$ cat config.mk
export PLATFORM = sky130hd
export DESIGN_NAME = axis_dac_spi_tx_flat
export DESIGN_NICKNAME = d
export VERILOG_FILES = /design/src/rtl/dac_spi_pkg.sv /design/src/rtl/axis_dac_spi_tx_if.sv /design/src/rtl/dac_code_fmt.sv /design/src/rtl/axis_dac_spi_tx.sv /design/src/flat_wrapper.sv
export SDC_FILE = /design/constraint.sdc
export NUM_CORES = 1
export LEC_CHECK = 0
export CAP_MARGIN = 10
export CELL_PAD_IN_SITES_DETAIL_PLACEMENT = 0
export CELL_PAD_IN_SITES_GLOBAL_PLACEMENT = 1
export CORE_ASPECT_RATIO = 0.75
export CORE_MARGIN = 2
export CORE_UTILIZATION = 36
export CTS_BUF_LIST = sky130_fd_sc_hd__clkbuf_16
export DETAILED_ROUTE_END_ITERATION = 8
export PLACE_DENSITY_LB_ADDON = 0.12
export REMOVE_ABC_BUFFERS = 1
export SLEW_MARGIN = 20
export SYNTH_ARGS = -nofsm -noshare
export SYNTH_HDL_FRONTEND = slang
export SYNTH_SLANG_ARGS = --single-unit
$ cat constraint.sdc
create_clock -name CLK100MHz -period 3.4 [get_ports CLK100MHz]
set_input_delay 0.68 -clock CLK100MHz [delete_from_list [all_inputs] [get_ports CLK100MHz]]
set_output_delay 0.68 -clock CLK100MHz [all_outputs]
set_load 0.03 [all_outputs]
$ cat src/rtl/dac_spi_pkg.sv
// rtl/dac_spi_pkg.sv - shared types and helpers for the AXIS-to-SPI DAC transmitter
//
// Contents:
//   dac_state_e    : serializer FSM states (IDLE, SHIFT, QUIET)
//   FRAME_MAX      : widest frame the frame builder supports
//   bit_cnt_width  : width of the bit counter, $clog2(FRAME_BITS) (min 1)
//   div_cnt_width  : width of the sclk divider counter, $clog2(CLK_DIV+1)
//   build_frame    : places a DAC code inside a FRAME_BITS-wide word
package dac_spi_pkg;

    typedef enum logic [1:0] {
        IDLE  = 2'd0,
        SHIFT = 2'd1,
        QUIET = 2'd2
    } dac_state_e;

    localparam int FRAME_MAX = 64;

    function automatic int bit_cnt_width(input int frame_bits);
        return (frame_bits > 1) ? $clog2(frame_bits) : 1;
    endfunction

    function automatic int div_cnt_width(input int clk_div);
        return $clog2(clk_div + 1);
    endfunction

    // Frame layout, MSB first: lead zeros, code (dac_len bits), zero pad.
    // The result is right-aligned; callers keep the low frame_bits bits.
    function automatic logic [FRAME_MAX-1:0] build_frame(
        input logic [FRAME_MAX-1:0] code,
        input int                   dac_len,
        input int                   lead,
        input int                   frame_bits
    );
        logic [FRAME_MAX-1:0] mask;
        mask = {FRAME_MAX{1'b1}} >> (FRAME_MAX - dac_len);
        return (code & mask) << (frame_bits - lead - dac_len);
    endfunction

endpackage

$ cat src/rtl/axis_dac_spi_tx_if.sv
// rtl/axis_dac_spi_tx_if.sv - AXI-Stream sample channel into the DAC transmitter
//
// Signals:
//   tdata  : sample word, DATA_W bits
//   tvalid : source has a sample
//   tready : transmitter can accept a sample
// Modports: master (sample source), slave (axis_dac_spi_tx).
interface axis_dac_spi_tx_if #(
    parameter int DATA_W = 32
);
    logic [DATA_W-1:0] tdata;
    logic              tvalid;
    logic              tready;

    modport master (output tdata, output tvalid, input tready);
    modport slave  (input tdata, input tvalid, output tready);
endinterface

$ cat src/rtl/dac_code_fmt.sv
// rtl/dac_code_fmt.sv - combinational mapping of an AXIS sample to a DAC code
//
// Optional feature macro: AXIS_DAC_SIGNED_INPUT_EN
//   defined   : tdata is two's complement; saturate to the DAC range and
//               convert to offset binary
//   undefined : the low DAC_LENGTH bits are passed through unchanged
// Ports:
//   tdata : sample word from the stream, DATA_W bits
//   code  : unsigned DAC code, DAC_LENGTH bits
module dac_code_fmt #(
    parameter int DATA_W     = 32,
    parameter int DAC_LENGTH = 12
) (
    input  logic [DATA_W-1:0]     tdata,
    output logic [DAC_LENGTH-1:0] code
);

`ifdef AXIS_DAC_SIGNED_INPUT_EN
    localparam logic signed [63:0] MAX_V = (64'sd1 <<< (DAC_LENGTH - 1)) - 64'sd1;
    localparam logic signed [63:0] MIN_V = -(64'sd1 <<< (DAC_LENGTH - 1));

    logic signed [63:0] s_ext;

    always_comb begin
        s_ext = 64'($signed(tdata));
        if (s_ext > MAX_V) begin
            code = {DAC_LENGTH{1'b1}};
        end else if (s_ext < MIN_V) begin
            code = '0;
        end else begin
            // Adding 2^(DAC_LENGTH-1) modulo 2^DAC_LENGTH is an MSB flip.
            code = tdata[DAC_LENGTH-1:0] ^ {1'b1, {(DAC_LENGTH-1){1'b0}}};
        end
    end
`else
    // Upper tdata bits are deliberately ignored in unsigned mode.
    logic unused_tdata;
    assign unused_tdata = ^tdata;

    always_comb begin
        code = tdata[DAC_LENGTH-1:0];
    end
`endif

endmodule

$ cat src/rtl/axis_dac_spi_tx.sv
// rtl/axis_dac_spi_tx.sv - AXI-Stream slave that shifts samples out to an SPI DAC
//
// Optional feature macro: AXIS_DAC_SIGNED_INPUT_EN (signed input, see dac_code_fmt).
// Ports:
//   CLK100MHz : system clock
//   ARESETN   : asynchronous active-low reset
//   s_axis    : sample stream (axis_dac_spi_tx_if.slave)
//   cs        : DAC chip select, active low
//   sclk      : serial clock, idles high, DAC samples on its falling edge
//   sdo       : serial data, MSB first
//   busy      : high from handshake until the quiet period ends
//   eoc_dac   : one-cycle pulse in the cycle cs returns high
module axis_dac_spi_tx
    import dac_spi_pkg::*;
#(
    parameter int DAC_LENGTH   = 12,
    parameter int FRAME_BITS   = 16,
    parameter int LEAD_BITS    = 2,
    parameter int CLK_DIV      = 2,
    parameter int QUIET_CYCLES = 4,
    parameter int AXIS_BYTES   = 4
) (
    input  logic               CLK100MHz,
    input  logic               ARESETN,
    axis_dac_spi_tx_if.slave   s_axis,
    output logic               cs,
    output logic               sclk,
    output logic               sdo,
    output logic               busy,
    output logic               eoc_dac
);

    localparam int DATA_W    = AXIS_BYTES * 8;
    localparam int BIT_CNT_W = bit_cnt_width(FRAME_BITS);
    localparam int DIV_CNT_W = div_cnt_width(CLK_DIV);
    localparam int QUIET_W   = (QUIET_CYCLES > 1) ? $clog2(QUIET_CYCLES) : 1;

    localparam logic [BIT_CNT_W-1:0] LAST_BIT   = BIT_CNT_W'(FRAME_BITS - 1);
    localparam logic [DIV_CNT_W-1:0] LAST_DIV   = DIV_CNT_W'(CLK_DIV - 1);
    localparam logic [QUIET_W-1:0]   LAST_QUIET = QUIET_W'(QUIET_CYCLES - 1);

    dac_state_e            state_q, state_d;
    logic [BIT_CNT_W-1:0]  bit_cnt_q, bit_cnt_d;
    logic [DIV_CNT_W-1:0]  div_cnt_q, div_cnt_d;
    logic [QUIET_W-1:0]    quiet_cnt_q, quiet_cnt_d;
    logic [FRAME_BITS-1:0] shreg_q, shreg_d;
    logic                  cs_q, cs_d;
    logic                  sclk_q, sclk_d;
    logic                  sdo_q, sdo_d;
    logic                  tready_q, tready_d;
    logic                  busy_q, busy_d;
    logic                  eoc_q, eoc_d;

    logic [DAC_LENGTH-1:0] code;
    logic [FRAME_BITS-1:0] frame_word;
    logic                  handshake;

    dac_code_fmt #(
        .DATA_W     (DATA_W),
        .DAC_LENGTH (DAC_LENGTH)
    ) u_code_fmt (
        .tdata (s_axis.tdata),
        .code  (code)
    );

    assign frame_word = FRAME_BITS'(build_frame(FRAME_MAX'(code), DAC_LENGTH,
                                                LEAD_BITS, FRAME_BITS));

    // tready is registered, so the handshake never depends on tvalid
    // reaching an output in the same cycle.
    assign handshake = (state_q == IDLE) && tready_q && s_axis.tvalid;

    always_comb begin
        state_d     = state_q;
        bit_cnt_d   = bit_cnt_q;
        div_cnt_d   = div_cnt_q;
        quiet_cnt_d = quiet_cnt_q;
        shreg_d     = shreg_q;
        cs_d        = cs_q;
        sclk_d      = sclk_q;
        sdo_d       = sdo_q;
        tready_d    = tready_q;
        busy_d      = busy_q;
        eoc_d       = 1'b0;

        case (state_q)
            IDLE: begin
                tready_d = 1'b1;
                busy_d   = 1'b0;
                cs_d     = 1'b1;
                sclk_d   = 1'b1;
                sdo_d    = 1'b0;
                if (handshake) begin
                    state_d   = SHIFT;
                    tready_d  = 1'b0;
                    busy_d    = 1'b1;
                    cs_d      = 1'b0;
                    sdo_d     = frame_word[FRAME_BITS-1];
                    shreg_d   = frame_word << 1;
                    bit_cnt_d = '0;
                    div_cnt_d = '0;
                end
            end

            SHIFT: begin
                if (div_cnt_q == LAST_DIV) begin
                    div_cnt_d = '0;
                    if (sclk_q) begin
                        // High phase over: falling edge, sdo held.
                        sclk_d = 1'b0;
                    end else if (bit_cnt_q == LAST_BIT) begin
                        // Last low phase over: close the frame.
                        state_d     = QUIET;
                        cs_d        = 1'b1;
                        sclk_d      = 1'b1;
                        sdo_d       = 1'b0;
                        eoc_d       = 1'b1;
                        quiet_cnt_d = '0;
                    end else begin
                        bit_cnt_d = bit_cnt_q + 1'b1;
                        sclk_d    = 1'b1;
                        sdo_d     = shreg_q[FRAME_BITS-1];
                        shreg_d   = shreg_q << 1;
                    end
                end else begin
                    div_cnt_d = div_cnt_q + 1'b1;
                end
            end

            QUIET: begin
                if (quiet_cnt_q == LAST_QUIET) begin
                    state_d  = IDLE;
                    tready_d = 1'b1;
                    busy_d   = 1'b0;
                end else begin
                    quiet_cnt_d = quiet_cnt_q + 1'b1;
                end
            end

            default: begin
                state_d  = IDLE;
                cs_d     = 1'b1;
                sclk_d   = 1'b1;
                sdo_d    = 1'b0;
                tready_d = 1'b0;
                busy_d   = 1'b0;
            end
        endcase
    end

    always_ff @(posedge CLK100MHz or negedge ARESETN) begin
        if (!ARESETN) begin
            state_q     <= IDLE;
            bit_cnt_q   <= '0;
            div_cnt_q   <= '0;
            quiet_cnt_q <= '0;
            shreg_q     <= '0;
            cs_q        <= 1'b1;
            sclk_q      <= 1'b1;
            sdo_q       <= 1'b0;
            tready_q    <= 1'b0;
            busy_q      <= 1'b0;
            eoc_q       <= 1'b0;
        end else begin
            state_q     <= state_d;
            bit_cnt_q   <= bit_cnt_d;
            div_cnt_q   <= div_cnt_d;
            quiet_cnt_q <= quiet_cnt_d;
            shreg_q     <= shreg_d;
            cs_q        <= cs_d;
            sclk_q      <= sclk_d;
            sdo_q       <= sdo_d;
            tready_q    <= tready_d;
            busy_q      <= busy_d;
            eoc_q       <= eoc_d;
        end
    end

    assign s_axis.tready = tready_q;
    assign cs            = cs_q;
    assign sclk          = sclk_q;
    assign sdo           = sdo_q;
    assign busy          = busy_q;
    assign eoc_dac       = eoc_q;

endmodule

$ cat src/flat_wrapper.sv
// flat-port wrapper written by rule: the top's interface ports become plain ports
module axis_dac_spi_tx_flat import dac_spi_pkg::*;
#(
    parameter int DAC_LENGTH   = 12,
    parameter int FRAME_BITS   = 16,
    parameter int LEAD_BITS    = 2,
    parameter int CLK_DIV      = 2,
    parameter int QUIET_CYCLES = 4,
    parameter int AXIS_BYTES   = 4
)
  (CLK100MHz, ARESETN, cs, sclk, sdo, busy, eoc_dac, s_axis_tdata, s_axis_tvalid, s_axis_tready);
  axis_dac_spi_tx_if #(.DATA_W(32)) s_axis_i ();
  input  logic CLK100MHz;
  input  logic ARESETN;
  output logic cs;
  output logic sclk;
  output logic sdo;
  output logic busy;
  output logic eoc_dac;
  input wire logic [$bits(s_axis_i.tdata)-1:0] s_axis_tdata;
  input wire logic [$bits(s_axis_i.tvalid)-1:0] s_axis_tvalid;
  output wire logic [$bits(s_axis_i.tready)-1:0] s_axis_tready;
  assign s_axis_i.tdata = s_axis_tdata;
  assign s_axis_i.tvalid = s_axis_tvalid;
  assign s_axis_tready = s_axis_i.tready;
  axis_dac_spi_tx #(.DAC_LENGTH(DAC_LENGTH), .FRAME_BITS(FRAME_BITS), .LEAD_BITS(LEAD_BITS), .CLK_DIV(CLK_DIV), .QUIET_CYCLES(QUIET_CYCLES), .AXIS_BYTES(AXIS_BYTES)) u_core (.CLK100MHz(CLK100MHz), .ARESETN(ARESETN), .s_axis(s_axis_i), .cs(cs), .sclk(sclk), .sdo(sdo), .busy(busy), .eoc_dac(eoc_dac));
endmodule
==> impl_metrics.csv <==
group,metric,value,unit
floorplanning,core.rowCount,19,
power_and_ir_drop,total_power,1810,uW
final_layout,area_delta_synth_final,27.2,%
cts,clock_pin_slew_of_the_registers_on_the_worst_case_setup_and_hold_paths,50,ps
synth,synth-warning-count,0,
final_layout,nFillCells,362,
final_layout,fin_nets,205,
synth,synthDistinctLibCells,32,
floorplanning,fp.dieArea,4520,um^2
cts,cts-root-to-sink-buffers,2,
cts,tritoncts,"yes",
detailed_routing,viasPerCell,4.96,
critical_path,cp-end-kind,"flip-flop",
synth,post-synth-top-area-fraction,47.0,%
floorplanning,initial_core_util,38.5,%
cts,cts_made_buffers,5,
global_routing,maximum_number_of_pins_on_one_net_before_global_route_repair,30,
synth,netlist_top_cells_area,"sky130_fd_sc_hd__dfrtp_1, sky130_fd_sc_hd__nand2_1, sky130_fd_sc_hd__mux2_2, sky130_fd_sc_hd__dfstp_2, sky130_fd_sc_hd__o21ai_0",
critical_path,worst-setup-path-type,"in -> reg",
final_layout,layout-drive-gt1-share,16.6,%
cts,count_of_clock_tree_sinks,29,
cts,ctsRootBufferMaster,"sky130_fd_sc_hd__clkbuf_16",
min_path,holdPathStages,1,
final_layout,sequential_cell_area,728,um^2
cts,ctsResizeCount,0,
power_and_ir_drop,p_leak,0.000831,uW
synth,postSynthAreaPerCell,9.91,um^2
final_layout,finish.utilization,49.0,%
min_path,worst_hold_path_type,"reg -> reg",
synth,syn-instance-count,145,
global_routing,grt_pass1_wl,5350,um
place,number_of_port_buffers,20,
critical_path,timing.critical_path.arrival,2450,ps
synth,synth_seq_cells,29,
floorplanning,die_x,77.0,um
global_routing,grt_pass1_vias,1124,
sta,timing.final.crit_share,67.6,%
global_routing,overflow,0,
critical_path,timing.reg2reg.worst_path_depth,4,
final_layout,final_common_cell,"sky130_fd_sc_hd__nand2_1",
sta,setup_violations,0,
cts,htree_num_levels,2,
detailed_routing,wire_per_inst,13.6,um
sta,timing_worst_slew_pin_value,521,ps
sta,final_period_minus_worst_setup_slack,2300,ps
flow_run,max_cap_violations,0,
floorplanning,ios,41,
detailed_routing,num_vias,1097,
detailed_routing,detailedRoute.firstPassIterationCount,4,
sta,timing.max_slew.rel_slack,65.3,%
sta,rsz0062_at_grt,"false",
detailed_routing,ant_nets,0,
sta,finalHoldViolations,0,
sta,tns,0,ps
critical_path,worst_ep_required_time,3560,ps
place,finalWeightedCongestion,0.729,
global_routing,grt_antenna_before_repair,0,
final_layout,combined_area_of_the_multi_input_logic_cells,672,um^2
detailed_routing,detailedRoute.firstIterationViolations,67,
sta,skew,5.13,ps
global_routing,grt_usage,15.6,%
final_layout,diodes,0,
detailed_routing,remaining_drc_errors,0,
cts,cts.repair_timing.setup_buffer_count,0,
power_and_ir_drop,max-vdd-ir-drop,471,uV
final_layout,final_area,1830,um^2
synth,synth_seq_area_share,50.7,%
place,detailed_place_hpwl,1920,um
sta,timing.final.max_slew_violations,0,
final_layout,layout.cells.most_common_list,"sky130_fd_sc_hd__nand2_1, sky130_fd_sc_hd__dfrtp_1, sky130_fd_sc_hd__clkdlybuf4s50_1, sky130_fd_sc_hd__mux2_2, sky130_fd_sc_hd__o21ai_0",
synth,post_synthesis_cell_area,1440,um^2
floorplanning,floorplan.die.height,58.7,um
cts,clk-insertion-delay-late,270,ps
place,placed_cell_area,1690,um^2
power_and_ir_drop,pd_cells,990,nW/um^2
floorplanning,fp.coreArea,3730,um^2
sta,maxClockFrequency,0.435,GHz
cts,cts_hold_buf,0,
critical_path,timing.critical_path.fanout_max,16,
synth,synth.largest_area_cell,"sky130_fd_sc_hd__dfrtp_1",
sta,hold_slack,501,ps
detailed_routing,routed_wl,3010,um
critical_path,cp-start-kind,"input port",
run_status,status,"completed",
[synthesized netlist by cell type]
master                      n
sky130_fd_sc_hd__nand2_1   36
sky130_fd_sc_hd__a221oi_1   1
sky130_fd_sc_hd__inv_1      1
sky130_fd_sc_hd__a221o_1    1
sky130_fd_sc_hd__a21boi_0   1
sky130_fd_sc_hd__mux2i_1    1
sky130_fd_sc_hd__nand3b_1   1
sky130_fd_sc_hd__nor3_1     1
sky130_fd_sc_hd__buf_6      1
sky130_fd_sc_hd__a311oi_1   1
sky130_fd_sc_hd__or3b_4     1
sky130_fd_sc_hd__nand4_1    2
sky130_fd_sc_hd__o31a_1     1
sky130_fd_sc_hd__or2b_1     1
sky130_fd_sc_hd__a21bo_2    3
sky130_fd_sc_hd__o21ai_4    1
sky130_fd_sc_hd__nand2b_1   4
sky130_fd_sc_hd__a21oi_1    8
sky130_fd_sc_hd__dfstp_2    2
sky130_fd_sc_hd__a211oi_1   1
sky130_fd_sc_hd__o22ai_1    1
sky130_fd_sc_hd__o21ai_0    9
sky130_fd_sc_hd__nand3_1    4
sky130_fd_sc_hd__dfrtp_1   27
sky130_fd_sc_hd__mux2_2    12
sky130_fd_sc_hd__a211oi_4   1
sky130_fd_sc_hd__ha_1       2
sky130_fd_sc_hd__nor2_1     8
sky130_fd_sc_hd__and3_1     2
sky130_fd_sc_hd__nor2b_1    3
sky130_fd_sc_hd__clkbuf_1   6
sky130_fd_sc_hd__nor3b_1    1
[report_power, final]
group / internal [uW] / switching (uW) / total [uW]
sequential: 481 / 109 / 590
clock: 262 / 140 / 401
combinational: 384 / 434 / 818
[critical path, stage by stage]
cell and delay, ps:
sky130_fd_sc_hd__clkdlybuf4s50_1 480, sky130_fd_sc_hd__a21oi_1 170, sky130_fd_sc_hd__a211oi_4 470, sky130_fd_sc_hd__o21ai_4 260, sky130_fd_sc_hd__a221o_1 400
[layout make-up]
type | instances | area share [%]
multi-input combinational | 108 | 36.8
clock inverter | 3 | 0.616
timing repair buffer | 23 | 12.2
tap | 52 | 3.56
inverter | 1 | 0.205
clock buffer | 5 | 6.84
sequential | 29 | 39.8
[worst paths after layout]
check / start / end / slack [ps]
setup / recovery: s_axis_tvalid / u_core.bit_cnt_q[3]$_DFFE_PN0P_ / 1100
hold / removal: u_core.shreg_q[3]$_DFFE_PN0P_ / u_core.shreg_q[3]$_DFFE_PN0P_ / 500
setup reg to reg: u_core.state_q[0]$_DFFE_PN0P_ / u_core.bit_cnt_q[3]$_DFFE_PN0P_ / 1320
hold reg to reg: u_core.shreg_q[3]$_DFFE_PN0P_ / u_core.shreg_q[3]$_DFFE_PN0P_ / 500
max in group asynchronous: ARESETN / u_core.cs$_DFFE_PN1P_ / 2290
min in group asynchronous: ARESETN / u_core.busy$_DFFE_PN0P_ / 800
[through the flow]
step	instances	worst slack [ps]
2_1_floorplan	138	1530
3_3_place_gp	213	852
3_5_place_dp	213	813
4_1_cts	221	1100
5_1_grt	221	950
6_report	221	1100
[kinds of logic (layout without fill, tap and decap cells)]
family	count (synthesis)	count (layout)	share of synthesized area, %
compound gates	29	29	14.5
fa+ha+maj	2	2	1.74
buf+inv	8	32	2.61
flops	29	29	50.7
mux	13	13	10.1
simple gates	64	64	20.4
[sequential cells by signal (all words and copies together) (netlist names)]
signal                count
u_core.busy               1
u_core.sdo                1
u_core.bit_cnt_q          4
u_core.quiet_cnt_q        2
u_core.div_cnt_q          2
u_core.state_q            2
u_core.shreg_q           13
u_core.s_axis.tready      1
u_core.cs                 1
u_core.eoc_dac            1
u_core.sclk               1
[per-layer routing]
metal	track usage [%]	routed length (um)	vias to the layer above
met2	23.7	1340	17
met1	20.4	1480	526
met3	4.45	118	8
li1	-	-	546
met5	0	0	-
met4	8.42	65	0
No activity file was read; power rests on OpenSTA's default activity.
